==> src/rtl/core_bus_fabric.sv <==
// rtl/core_bus_fabric.sv - Wishbone master-to-NUM_SLV slave decode fabric; optional BUS_TIMEOUT_EN access timeout
module core_bus_fabric #(
    parameter int                    NUM_SLV     = 4,
    parameter logic [NUM_SLV*32-1:0] SLV_BASE    = '0,
    parameter logic [NUM_SLV*32-1:0] SLV_MASK    = '0,
    parameter int                    TIMEOUT_CYC = 1024
) (
    input  logic                  sys_clk,
    input  logic                  reset,
    input  logic                  m_cyc,
    input  logic                  m_stb,
    input  logic                  m_we,
    input  logic [31:0]           m_adr,
    input  logic [31:0]           m_dat_w,
    input  logic [3:0]            m_sel,
    output logic [31:0]           m_dat_r,
    output logic                  m_ack,
    output logic                  m_err,
    output logic [NUM_SLV-1:0]    s_stb,
    output logic                  s_we,
    output logic [31:0]           s_adr,
    output logic [31:0]           s_dat_w,
    output logic [3:0]            s_sel,
    input  logic [NUM_SLV*32-1:0] s_dat_r,
    input  logic [NUM_SLV-1:0]    s_ack,
    output logic [3:0]            cur_slv
);

    if (NUM_SLV < 1 || NUM_SLV > 16 || TIMEOUT_CYC < 2 || TIMEOUT_CYC > 65535) begin : g_bad_cfg
        $error("core_bus_fabric: parameter out of range");
    end

    typedef enum logic [1:0] {IDLE, ACCESS, RESP, ERR} state_t;

    state_t      state, state_nxt;
    logic        dec_hit;
    logic [3:0]  dec_idx;
    logic        sel_ack;
    logic [31:0] sel_dat;
    logic        timeout_hit;

    // Scan from the top so the lowest matching index is the one left standing.
    always_comb begin
        dec_hit = 1'b0;
        dec_idx = 4'd0;
        for (int i = NUM_SLV - 1; i >= 0; i--) begin
            if ((m_adr & SLV_MASK[32*i +: 32]) == (SLV_BASE[32*i +: 32] & SLV_MASK[32*i +: 32])) begin
                dec_hit = 1'b1;
                dec_idx = 4'(i);
            end
        end
    end

    always_comb begin
        sel_ack = 1'b0;
        sel_dat = 32'h0;
        s_stb   = '0;
        for (int i = 0; i < NUM_SLV; i++) begin
            if (cur_slv == 4'(i)) begin
                sel_ack  = s_ack[i];
                sel_dat  = s_dat_r[32*i +: 32];
                s_stb[i] = (state == ACCESS);
            end
        end
    end

`ifdef BUS_TIMEOUT_EN
    logic [15:0] to_cnt;

    always_ff @(posedge sys_clk) begin
        if (reset || state != ACCESS) begin
            to_cnt <= 16'd0;
        end else begin
            to_cnt <= to_cnt + 16'd1;
        end
    end

    assign timeout_hit = (to_cnt == 16'(TIMEOUT_CYC - 1));
`else
    assign timeout_hit = 1'b0;
`endif

    always_ff @(posedge sys_clk) begin
        if (reset) begin
            state <= IDLE;
        end else begin
            state <= state_nxt;
        end
    end

    // Abort beats a same-cycle ack; an ack beats a same-cycle timeout.
    always_comb begin
        state_nxt = state;
        case (state)
            IDLE:    if (m_cyc && m_stb) state_nxt = dec_hit ? ACCESS : ERR;
            ACCESS: begin
                if (!m_cyc)           state_nxt = IDLE;
                else if (sel_ack)     state_nxt = RESP;
                else if (timeout_hit) state_nxt = ERR;
            end
            RESP:    state_nxt = IDLE;
            ERR:     state_nxt = IDLE;
            default: state_nxt = IDLE;
        endcase
    end

    always_ff @(posedge sys_clk) begin
        if (reset) begin
            m_dat_r <= 32'h0;
            s_we    <= 1'b0;
            s_adr   <= 32'h0;
            s_dat_w <= 32'h0;
            s_sel   <= 4'h0;
            cur_slv <= 4'd0;
        end else begin
            if (state == IDLE && m_cyc && m_stb) begin
                s_we    <= m_we;
                s_adr   <= m_adr;
                s_dat_w <= m_dat_w;
                s_sel   <= m_sel;
                cur_slv <= dec_hit ? dec_idx : 4'd0;
            end
            if (state_nxt == RESP) begin
                m_dat_r <= sel_dat;
            end else if (state_nxt == ERR) begin
                m_dat_r <= 32'h0;
            end
        end
    end

    assign m_ack = (state == RESP);
    assign m_err = (state == ERR);

endmodule

==> config.mk <==
export PLATFORM = sky130hd
export DESIGN_NAME = core_bus_fabric
export DESIGN_NICKNAME = d
export VERILOG_FILES = /design/src/rtl/core_bus_fabric.sv
export SDC_FILE = /design/constraint.sdc
export NUM_CORES = 1
export LEC_CHECK = 0
export CAP_MARGIN = 20
export CORE_AREA = 2 2 123 125
export DETAILED_ROUTE_END_ITERATION = 6
export DIE_AREA = 0 0 125 127
export GPL_ROUTABILITY_DRIVEN = 0
export PLACE_DENSITY_LB_ADDON = 0.25
export SLEW_MARGIN = 0
export SYNTH_ARGS = -nofsm -noshare
export SYNTH_HDL_FRONTEND = slang
export SYNTH_SLANG_ARGS = --single-unit
export TNS_END_PERCENT = 20
==> constraint.sdc <==
create_clock -name sys_clk -period 3.05 [get_ports sys_clk]
set_clock_uncertainty 0.1 [all_clocks]
set_input_delay 0.305 -clock sys_clk [delete_from_list [all_inputs] [get_ports sys_clk]]
set_output_delay 0.305 -clock sys_clk [all_outputs]
set_load 0.02 [all_outputs]
## Yosys cells after proc, flatten, opt, wreduce, memory -nomap -nowiden

Cells that the tools add are included.

| operators by class | value |
|---|---|
| reductions and logical operators | 6 |
| multiplexer cells | 6 |
| equal/unequal tests | 5 |

Operators by type and width:

| kind | number |
|---|---|
| $mux W32 | 2 |
| $eq A2 B2 Y1 const B | 4 |
| $mux W2 | 3 |
| $pmux W2 S3 | 1 |
| $logic_and A1 B1 Y1 | 3 |
| $eq A2 B1 Y1 const B | 1 |
| $logic_not A2 Y1 | 1 |
| $reduce_bool A2 Y1 | 1 |
| $reduce_or A2 Y1 | 1 |

| word-level totals | value |
|---|---|
| register bits | 103 |
| word-level logic and storage cells | 23 |
| output and inout port bits | 111 |
| input bits | 205 |

## Logic depth before layout (Yosys ltp)

| depth | value |
|---|---|
| depth after elaboration | 6 |
| mapped depth | 5 |
| depth with buffers taken out | 2 |

## Worst setup path before layout

Ideal clock, no wire load.

| timing | value |
|---|---|
| kind | register -> register |
| start | reg state[1] |
| end | reg s_adr[21] |
| period minus slack after synthesis | 1.382 ns |
| library setup time | 0.072 ns |
| data arrival time | 1.211 ns |
| buffers on the path | 3 |
| path slack | 1.668 ns |
| cell stages (with the launch flop) | 6 |
| data required time | 2.878 ns |
| cell sequence | dfxtp_1 nor4bb_1 buf_2 buf_6 buf_8 mux2i_1 |

| on the way | value |
|---|---|
| cells in the longest elaborated chain, start to end | 3 |

RTL lines:

| element | RTL line | RTL |
|---|---|---|
| from (decl) | 35 | `state_t state, state_nxt;` |
| from (signal assigned) | 87 | `state <= state_nxt;` |
| $logic_not A2 Y1 | 116 | `if (state == IDLE && m_cyc && m_stb) begin` |
| $logic_and A1 B1 Y1 (2 in series) | 116 |  |
| to (signal assigned) | 118 | `s_adr <= m_adr;` |
| to (decl) | 21 | `output logic [31:0] s_adr,` |

No other way between the ends.
A chain may end at the register's enable or synchronous reset.

## Final worst setup path

| timing | value |
|---|---|
| start | reg state[0] |
| end | out s_stb[0] |

| on the way | value |
|---|---|
| cells in the longest elaborated chain, start to end | 1 |

RTL lines:

| element | RTL line | RTL |
|---|---|---|
| $eq A2 B1 Y1 | 62 | `s_stb[i] = (state == ACCESS);` |
| to (decl) | 19 | `output logic [NUM_SLV-1:0] s_stb,` |

No other way between the ends.

==> impl_metrics.py <==
metrics = {
    "status": {
        "run_status": "completed",
    },
    "cts": {
        "clock_insertion_delay_worst_skew_ps": 340,
        "cts_hold_buffers_added": 0,
        "cts-buffers-inserted": 9,
        "cts.clk_slew.worst_paths_ps": 60,
        "cts.repair_timing.setup_buffer_count": 0,
        "cts_max_path_buffers": 2,
        "cts-root-buf": "sky130_fd_sc_hd__clkbuf_16",
        "tritoncts": "done",
        "post_cts_resize_count": 0,
        "numClockSinks": 103,
        "htree_depth": 3,
    },
    "min_path": {
        "hp-class": "flip-flop to flip-flop",
        "cell_depth_of_the_worst_min_delay_path": 2,
    },
    "placed_design": {
        "port-buffer-count": 209,
        "detailedPlacementHpwl_um": 8050,
    },
    "critical_path": {
        "timing.critical_path.to_type": "output port",
        "ff2ff_path_depth": 3,
        "cp-start-kind": "flip-flop",
        "crit_fanout": 7,
        "worst-endpoint-required_ps": 2640,
        "arrival_ps": 1580,
        "startpoint_to_endpoint_class_of_the_critical_path": "flip-flop to output port",
    },
    "sta": {
        "max_freq_ghz": 0.504,
        "final_setup_violating_endpoints": 0,
        "worst-slew-pin-transition_ps": 588,
        "timing_max_transition_violations_final": 0,
        "relative_slew_slack": 0.608,
        "final_period_minus_worst_setup_slack_ps": 1980,
        "timing_hold_violations_final": 0,
        "final.setup.tns_ps": 0,
        "finalCritPeriodShare": 0.650,
        "setup_repair_after_global_routing_missed_its_margin": "no",
        "holdWs_ps": 372,
    },
    "pwr": {
        "vdd_ir_drop_max_mv": 0.232,
        "total_leakage_power_nw": 2.53,
        "powerDensity_nw_per_um2": 435,
    },
    "logic_synthesis": {
        "synthFlopType": "sky130_fd_sc_hd__dfxtp_1",
        "synth-seq-cells": 103,
        "most_instantiated_cells_after_synthesis": "sky130_fd_sc_hd__nand2b_1 (204), sky130_fd_sc_hd__dfxtp_1 (103), sky130_fd_sc_hd__mux2i_1 (101), sky130_fd_sc_hd__clkbuf_1 (22), sky130_fd_sc_hd__buf_4 (15)",
        "synth_top_cell_area_share": 0.444,
        "asyncSetResetFlopFracSynth": 0,
        "synth.distinct_cells": 15,
        "synthesis.yosys.warnings": 0,
        "synth_top_cells_by_area": "sky130_fd_sc_hd__dfxtp_1 (44%), sky130_fd_sc_hd__nand2b_1 (27%), sky130_fd_sc_hd__mux2i_1 (22%), sky130_fd_sc_hd__buf_4 (2.4%), sky130_fd_sc_hd__clkbuf_1 (1.8%)",
        "postSynthAreaPerCell_sq_um": 10.1,
        "yosysMostFrequentCell": "sky130_fd_sc_hd__nand2b_1",
        "synth_enable_flop_cells": 0,
        "ys_seq_area_frac": 0.444,
        "synth_top_cell_by_area": "sky130_fd_sc_hd__dfxtp_1",
        "post_synth_instance_area_sq_um": 4640,
        "syn_inst": 458,
    },
    "cells_and_area": {
        "final-seq-area_sq_um": 2060,
        "n_fill_cell": 1345,
        "antennaDiodeCount": 0,
        "multiInputGateArea_sq_um": 2380,
        "layout.nets": 852,
        "syn2layout_area_growth_pct": 53.3,
        "drive_gt1_frac": 0.0337,
    },
    "route": {
        "routed-via-count": 3617,
        "post_route_antenna_net_violation_count": 0,
        "dr.pass1.iters": 4,
        "avgViaCountPerCell": 4.33,
        "detail_route.iter0.violations": 131,
        "routed_wl_um": 11400,
        "remaining_drcs": 0,
        "wire_per_inst_um": 13.6,
    },
    "floorplanning": {
        "floorplan.core_area_sq_um": 14400,
        "top_level_pins": 316,
        "initial_core_utilization": 0.322,
        "die_w_um": 125,
        "core.rowCount": 44,
        "die_y_um": 127,
        "die_footprint_sq_um": 15900,
    },
    "grt": {
        "grt_start_max_net_pins": 120,
        "track_usage": 0.146,
        "first_global_vias": 3822,
        "number_of_antenna_violations_at_the_first_check_in_global_routing": 0,
        "grt_total_ovfl": 0,
        "grt_pass1_wl_um": 18900,
    },
    "run": {
        "max_cap_violations": 0,
    },
}
## final timing paths
check / startpoint / to / slack (ps)
setup / recovery: state[0] / s_stb[0] / 1070
hold / removal: m_dat_r[19] / m_dat_r[19] / 370
setup reg to reg: state[0] / m_dat_r[24] / 1330
hold reg to reg: m_dat_r[19] / m_dat_r[19] / 370
## layout make-up
type / instances / share of cell area
multi-input cells: 319 / 0.335
repair buffers: 213 / 0.301
flip-flops and latches: 103 / 0.290
well taps: 184 / 0.0324
clock buffers: 10 / 0.0322
clock inverters: 6 / 0.00862
inverters: 1 / 0.000528
## power breakdown
part / switching, mW / internal, mW / total [mW]
sequential: 0.0287 / 1.40 / 1.43
combinational: 0.213 / 0.309 / 0.523
clock: 0.508 / 0.634 / 1.14
total: 0.750 / 2.34 / 3.09
## cells in the final DEF, fill, tap and decap left out
| cell type | n |
|---|---|
| sky130_fd_sc_hd__clkbuf_16 | 9 |
| sky130_fd_sc_hd__nor4bb_4 | 1 |
| sky130_fd_sc_hd__nand2b_1 | 204 |
| sky130_fd_sc_hd__conb_1 | 7 |
| sky130_fd_sc_hd__and4b_2 | 1 |
| sky130_fd_sc_hd__a2111oi_0 | 1 |
| sky130_fd_sc_hd__buf_12 | 2 |
| sky130_fd_sc_hd__nor2b_1 | 3 |
| sky130_fd_sc_hd__inv_1 | 1 |
| sky130_fd_sc_hd__mux2i_1 | 101 |
| sky130_fd_sc_hd__clkbuf_1 | 1 |
| sky130_fd_sc_hd__clkdlybuf4s50_1 | 208 |
| sky130_fd_sc_hd__dfxtp_1 | 103 |
| sky130_fd_sc_hd__clkinvlp_4 | 1 |
| sky130_fd_sc_hd__and2_1 | 1 |
| sky130_fd_sc_hd__clkinv_4 | 1 |
| sky130_fd_sc_hd__buf_4 | 3 |
| sky130_fd_sc_hd__clkinv_2 | 3 |
| sky130_fd_sc_hd__bufinv_16 | 1 |
## sequential cells by signal, summed over array words and instances (netlist names)
signal,count
s_sel,4
state,2
s_dat_w,32
s_adr,32
s_we,1
m_dat_r,32
## critical path: stages (launching register included)
cell and delay, ps:
sky130_fd_sc_hd__dfxtp_1 450, sky130_fd_sc_hd__nor2b_1 160, sky130_fd_sc_hd__clkdlybuf4s50_1 630
## metal layers
layer | vias up | GRT usage | wire length [um] | share of wire
li1 | 1831 | - | - | -
met1 | 1625 | 0.164 | 4910 | 0.43
met2 | 146 | 0.234 | 4910 | 0.43
met3 | 15 | 0.0771 | 1360 | 0.12
met4 | 0 | 0.0575 | 223 | 0.020
met5 | - | 0 | 0 | 0
## cells by family (layout without fill, tap and decap cells)
kind of cell           count (synthesis)  in the layout  synth area share
AOI/OAI and AO/OA                      1              1           0.00189
buffers and inverters                 42            230            0.0507
and+or+nand+nor                      210            210             0.285
other                                  1              7          0.000808
DFF                                  103            103             0.444
muxes                                101            101             0.218
## metrics by stage
step	total power, mW	utilization	setup slack (ps)	instances	cell area (sq um)
2_1_floorplan	1.72	-	1670	464	4660
3_5_place_dp	1.98	0.473	952	820	6820
5_1_grt	3.24	0.493	953	836	7110
6_report	3.09	0.493	1070	836	7110
4_1_cts	3.14	0.493	1040	836	7110
3_3_place_gp	1.98	0.473	993	820	6820
(Power assumes the default switching activity.)
